### src/rtl/iir_pkg.sv
`default_nettype none
// ============================================================================
// Module      : iir_pkg
// Description : Shared word-width constants and sample type for the IIR chain.
// Revision    : 1.0
// ============================================================================
package iir_pkg;
    localparam int NB = 12;
    localparam int DW = NB + 1;

    typedef logic [DW-1:0] sample_t;
endpackage : iir_pkg
`default_nettype wire

### src/rtl/iir_fifo_mem.sv
`default_nettype none
// ============================================================================
// Module      : iir_fifo_mem
// Description : DEPTH x DW register array, one write port, async read port.
// Revision    : 1.0
// ============================================================================
module iir_fifo_mem
    import iir_pkg::*;
#(
    parameter int DEPTH = 8,
    parameter int DW    = iir_pkg::DW
) (
    input  logic                     clk,
    input  logic                     i_we,
    input  logic [$clog2(DEPTH)-1:0] i_waddr,
    input  logic [DW-1:0]            i_wdata,
    input  logic [$clog2(DEPTH)-1:0] i_raddr,
    output logic [DW-1:0]            o_rdata
);
    logic [DW-1:0] r_mem [DEPTH];

    // Storage is deliberately left unreset; validity is tracked by the pointers.
    always_ff @(posedge clk) begin
        if (i_we) begin
            r_mem[i_waddr] <= i_wdata;
        end
    end

    assign o_rdata = r_mem[i_raddr];
endmodule : iir_fifo_mem
`default_nettype wire

### src/rtl/iir_out_fifo.sv
`default_nettype none
// ============================================================================
// Module      : iir_out_fifo
// Description : Show-ahead output FIFO behind iir_filter with sticky overflow.
// Revision    : 1.0
// ============================================================================
module iir_out_fifo
    import iir_pkg::*;
#(
    parameter int NB    = iir_pkg::NB,
    parameter int DEPTH = 8
) (
    input  logic                   clk,
    input  logic                   rst_n,
    input  logic                   vIn,
    input  logic [NB:0]            dIn,
    input  logic                   rdy,
    output logic                   vOut,
    output logic [NB:0]            dOut,
    output logic [$clog2(DEPTH):0] count,
    output logic                   ovf,
    input  logic                   ovf_clr
);
    localparam int AW = $clog2(DEPTH);
    localparam logic [AW:0] c_ONE      = (AW+1)'(1);
    localparam logic [AW:0] c_FULL_XOR = c_ONE << AW;

    logic [AW:0] r_wr_ptr;
    logic [AW:0] r_rd_ptr;
    logic [AW:0] r_count;
    logic        r_vout;
    logic        r_ovf;

    logic        w_full;
    logic        w_rd;
    logic        w_wr;
    logic        w_drop;
    logic [AW:0] w_wr_ptr_nx;
    logic [AW:0] w_rd_ptr_nx;
    logic [AW:0] w_count_nx;
    logic [NB:0] w_rdata;

    // Full when the indices match but the wrap bits differ.
    assign w_full = ((r_wr_ptr ^ r_rd_ptr) == c_FULL_XOR);
    assign w_rd   = r_vout & rdy;
    assign w_wr   = vIn & (~w_full | w_rd);
    assign w_drop = vIn & w_full & ~rdy;

    always_comb begin
        w_wr_ptr_nx = r_wr_ptr;
        w_rd_ptr_nx = r_rd_ptr;
        w_count_nx  = r_count;
        if (w_wr) begin
            w_wr_ptr_nx = r_wr_ptr + c_ONE;
        end
        if (w_rd) begin
            w_rd_ptr_nx = r_rd_ptr + c_ONE;
        end
        case ({w_wr, w_rd})
            2'b10:   w_count_nx = r_count + c_ONE;
            2'b01:   w_count_nx = r_count - c_ONE;
            default: w_count_nx = r_count;
        endcase
    end

    always_ff @(posedge clk or negedge rst_n) begin
        if (!rst_n) begin
            r_wr_ptr <= '0;
            r_rd_ptr <= '0;
            r_count  <= '0;
            r_vout   <= 1'b0;
            r_ovf    <= 1'b0;
        end else begin
            r_wr_ptr <= w_wr_ptr_nx;
            r_rd_ptr <= w_rd_ptr_nx;
            r_count  <= w_count_nx;
            r_vout   <= (w_count_nx != '0);
            // A drop in the same cycle as a clear keeps the flag set.
            if (w_drop) begin
                r_ovf <= 1'b1;
            end else if (ovf_clr) begin
                r_ovf <= 1'b0;
            end
        end
    end

    iir_fifo_mem #(
        .DEPTH (DEPTH),
        .DW    (NB + 1)
    ) u_mem (
        .clk     (clk),
        .i_we    (w_wr),
        .i_waddr (r_wr_ptr[AW-1:0]),
        .i_wdata (dIn),
        .i_raddr (r_rd_ptr[AW-1:0]),
        .o_rdata (w_rdata)
    );

    assign vOut  = r_vout;
    assign dOut  = r_vout ? w_rdata : '0;
    assign count = r_count;
    assign ovf   = r_ovf;
endmodule : iir_out_fifo
`default_nettype wire

### config.mk
export PLATFORM = sky130hd
export DESIGN_NAME = iir_out_fifo
export DESIGN_NICKNAME = d
export VERILOG_FILES = /design/src/rtl/iir_pkg.sv /design/src/rtl/iir_fifo_mem.sv /design/src/rtl/iir_out_fifo.sv
export SDC_FILE = /design/constraint.sdc
export NUM_CORES = 1
export LEC_CHECK = 0
export ABC_CLOCK_PERIOD_IN_PS = 3700
export CORE_AREA = 2 2 98 100
export DETAILED_ROUTE_END_ITERATION = 8
export DIE_AREA = 0 0 100 102
export PLACE_DENSITY = 0.74
export SLEW_MARGIN = 10
export SYNTH_ARGS = -nofsm -noshare
export SYNTH_HDL_FRONTEND = slang
export SYNTH_HIERARCHICAL = 1
export SYNTH_SLANG_ARGS = --single-unit
export TNS_END_PERCENT = 5
### constraint.sdc
create_clock -name clk -period 3.7 [get_ports clk]
set_input_delay 0.925 -clock clk [delete_from_list [all_inputs] [get_ports clk]]
set_output_delay 0.925 -clock clk [all_outputs]
set_load 0.05 [all_outputs]
==> results.py <==
metrics = {
    "synthesis": {
        "yosysMostFrequentCell": "edfxtp_1",
        "synth-edff-count": 104,
        "ys_types": 37,
        "synth_top_cell_by_area": "edfxtp_1",
        "syn_area_per_cell_um2": 19.7,
        "ys.flop_type": "edfxtp_1",
        "yosys.area_share.xor_xnor_pct": 2.32,
        "yosys.area.top_type_share_pct": 63.8,
        "netlist_instances": 249,
        "synth_compound_area_share_pct": 1.66,
        "synth.top_cells.by_area": "edfxtp_1 (64%), mux4_1 (13%), dfrtp_1 (7.2%)",
        "synth_adder_area_share_pct": 0.766,
        "ys_warn_count": 6,
        "synthSimpleGateAreaFrac_pct": 5.59,
        "synth_seq_cells": 118,
        "syn_area_mm2": 0.00490,
        "ys_seq_area_share_pct": 70.9,
        "syn-num-nets": 270,
        "muxShareOfSynthArea_pct": 17.2,
        "ys_async_sr_fraction_pct": 11.9,
        "synth_commonest_cells": "edfxtp_1 (104), mux4_1 (24), and2_1 (15)",
        "synth_top_family_by_area": "multiplexers",
    },
    "global_route": {
        "met2_usage_pct": 31.1,
        "grt_max_degree": 31,
        "antenna_found_initial": 0,
        "grt_usage_pct": 19.4,
        "use_met3_pct": 5.20,
        "use_met1_pct": 26.0,
        "globalRoute.busiestLayer": "met2",
        "grt-ovfl-total": 0,
        "grt_pass1_vias": 2514,
        "grt_pass1_wl_um": 13900,
    },
    "timing": {
        "rsz0062_at_grt": "false",
        "whs_ns": 0.509,
        "tightest_slew_ns": 0.689,
        "post-route-min-period_ns": 3.49,
        "fmax_mhz": 287,
        "clock_skew_ns": 0.00902,
        "setup_slack_ns": 0.210,
        "final-hold-violation-count": 0,
        "maxSlewViolCount": 0,
        "setup_viol": 0,
        "timing.slew.headroom_pct": 54.1,
        "finalCritPeriodShare_pct": 94.3,
        "setup-tns-final_ns": 0,
    },
    "place": {
        "post-place-ws_ns": 0.584,
        "routabilityCongestion": 0.724,
        "placed_cells": 404,
        "io_buffers": 36,
        "dp_hpwl_um": 5400,
    },
    "routing": {
        "drc_errors": 0,
        "viasPerCell": 5.72,
        "dr_total_vias": 2496,
        "post_drt_wl_per_cell_um": 20.6,
        "totalWireLength_um": 8980,
        "dr.pass1.iters": 4,
        "drt_iter0_markers": 141,
        "final_antenna_net_count": 0,
    },
    "clocking": {
        "cts_tree": "done",
        "cts_max_level": 4,
        "cts.sinks": 118,
        "cts_resized": 0,
        "cts_made_buffers": 17,
        "cts_setup_buffers": 0,
        "clk_path_buf_depth": 2,
        "clk_pin_slew_worst_paths_ns": 0.05,
        "clock_latency_ns": 0.51,
        "cts_hold_buf": 0,
        "cts_root_buf": "clkbuf_8",
    },
    "floorplanning": {
        "die_area_mm2": 0.0102,
        "die_y_um": 102,
        "placementRows": 35,
        "fp.dieW_um": 100,
        "start_util_pct": 53.8,
        "boundaryPins": 37,
        "core-area_mm2": 0.00911,
    },
    "flow_run": {
        "maxCapViolations": 0,
    },
    "power_and_ir_drop": {
        "power_leakage_nw": 2.15,
        "power_density_mw_per_mm2": 907,
        "ir_drop_mv": 0.478,
        "finalPower_w": 0.00545,
    },
    "final_layout": {
        "final.fill_count": 608,
        "multi_input_area_mm2": 0.00136,
        "num-nets-final": 333,
        "num_antenna_cells": 0,
        "register_area_mm2": 0.00347,
        "layout.cells.non_filler": 436,
        "area_growth_pct": 22.7,
        "drive_gt1_share_pct": 23.4,
    },
    "outcome": {
        "status": "finished, final reports clean",
    },
    "worst_setup_path": {
        "reg2reg_depth": 9,
        "path_max_fanout": 30,
        "critPathLaunchType": "flip-flop",
        "r2r_slack_ns": 1.00,
        "r2r_start": "vOut$_DFF_PN0_",
        "reg2reg_to": "vOut$_DFF_PN0_",
        "criticalPathCategory": "flip-flop to output port",
        "required_ns": 2.77,
        "crit_arrival_ns": 2.56,
        "critPathCapture": "dOut[6]",
        "startpoint": "r_rd_ptr[0]$_DFFE_PN0N_",
        "endpoint_kind": "output port",
    },
    "min_path": {
        "holdCritPathClass": "flip-flop to flip-flop",
    },
}
[final cells by class]
type	count	area share (%)
flip-flops and latches	118	57.8
multi-input cells	118	22.6
repair buffers	54	7.70
clock buffers	22	7.20
well taps	111	2.31
clock inverters	10	2.16
inverters	3	0.187
[worst min-delay path by stage]
stage / from / endpoint / slack, ns / cells past startpoint
floorplan: r_rd_ptr[3]$_DFFE_PN0N_ / r_rd_ptr[3]$_DFFE_PN0N_ / 0.47 / 1
global placement: r_wr_ptr[3]$_DFFE_PN0P_ / r_wr_ptr[3]$_DFFE_PN0P_ / 0.48 / 1
detailed placement: r_wr_ptr[3]$_DFFE_PN0P_ / r_wr_ptr[3]$_DFFE_PN0P_ / 0.51 / 1
CTS: r_wr_ptr[3]$_DFFE_PN0P_ / r_wr_ptr[3]$_DFFE_PN0P_ / 0.52 / 1
global route: r_wr_ptr[3]$_DFFE_PN0P_ / r_wr_ptr[3]$_DFFE_PN0P_ / 0.53 / 1
finish: r_rd_ptr[3]$_DFFE_PN0N_ / r_rd_ptr[3]$_DFFE_PN0N_ / 0.51 / 1
[state kept, by name (all words and copies together), names as in the netlist]
register     cells
count            4
ovf              1
r_rd_ptr         4
r_wr_ptr         4
u_mem/r_mem    104
vOut             1
[cells by family (layout without fill, tap and decap cells)]
group                      Yosys count  in the layout
adders and majority gates            3              3
xor gates and xnor gates            13             13
AOI/OAI and AO/OA                   12             12
DFF                                118            118
buffers and inverters               13             89
muxes                               41             41
and+or+nand+nor                     49             49
[worst max-delay path: stages (launching register included)]
cell     delay [ns]
dfrtp_1        0.32
buf_4          0.43
mux4_1         0.66
mux2_2         0.28
and2_1         0.17
buf_4          0.19
[per-stage QoR]
| step | cell area, um2 | utilization [%] |
|---|---|---|
| 2_1_floorplan | 4900 | - |
| 3_3_place_gp | 5450 | 59.8 |
| 6_report | 6010 | 66.0 |
| 3_5_place_dp | 5450 | 59.8 |
| 5_1_grt | 6010 | 66.0 |
| 4_1_cts | 6010 | 66.0 |
[routing by layer]
metal / vias up / share of wire, %
met5: - / 0
met1: 1282 / 45
met4: 0 / 1.3
met3: 10 / 3.9
li1: 1141 / -
met2: 63 / 49
[layout by cell type (no fill, tap or decap), types with 3 or more instances in the layout]
cell type	n
edfxtp_1	104
buf_4	31
mux4_1	24
clkdlybuf4s50_1	23
clkbuf_16	16
and2_1	15
mux2_2	14
dfrtp_1	14
nand2_1	9
nor2_1	9
xnor2_1	7
xor2_1	6
clkbuf_1	5
inv_1	3
ha_1	3
clkinvlp_4	3
bufinv_16	3
nand2b_1	3
[power breakdown]
part           internal, W  total [W]  switching, W
Clock              0.00102    0.00155      0.000535
Combinational     0.000843    0.00203       0.00118
Sequential         0.00171    0.00187      0.000163
No activity file was read; power rests on OpenSTA's default activity.
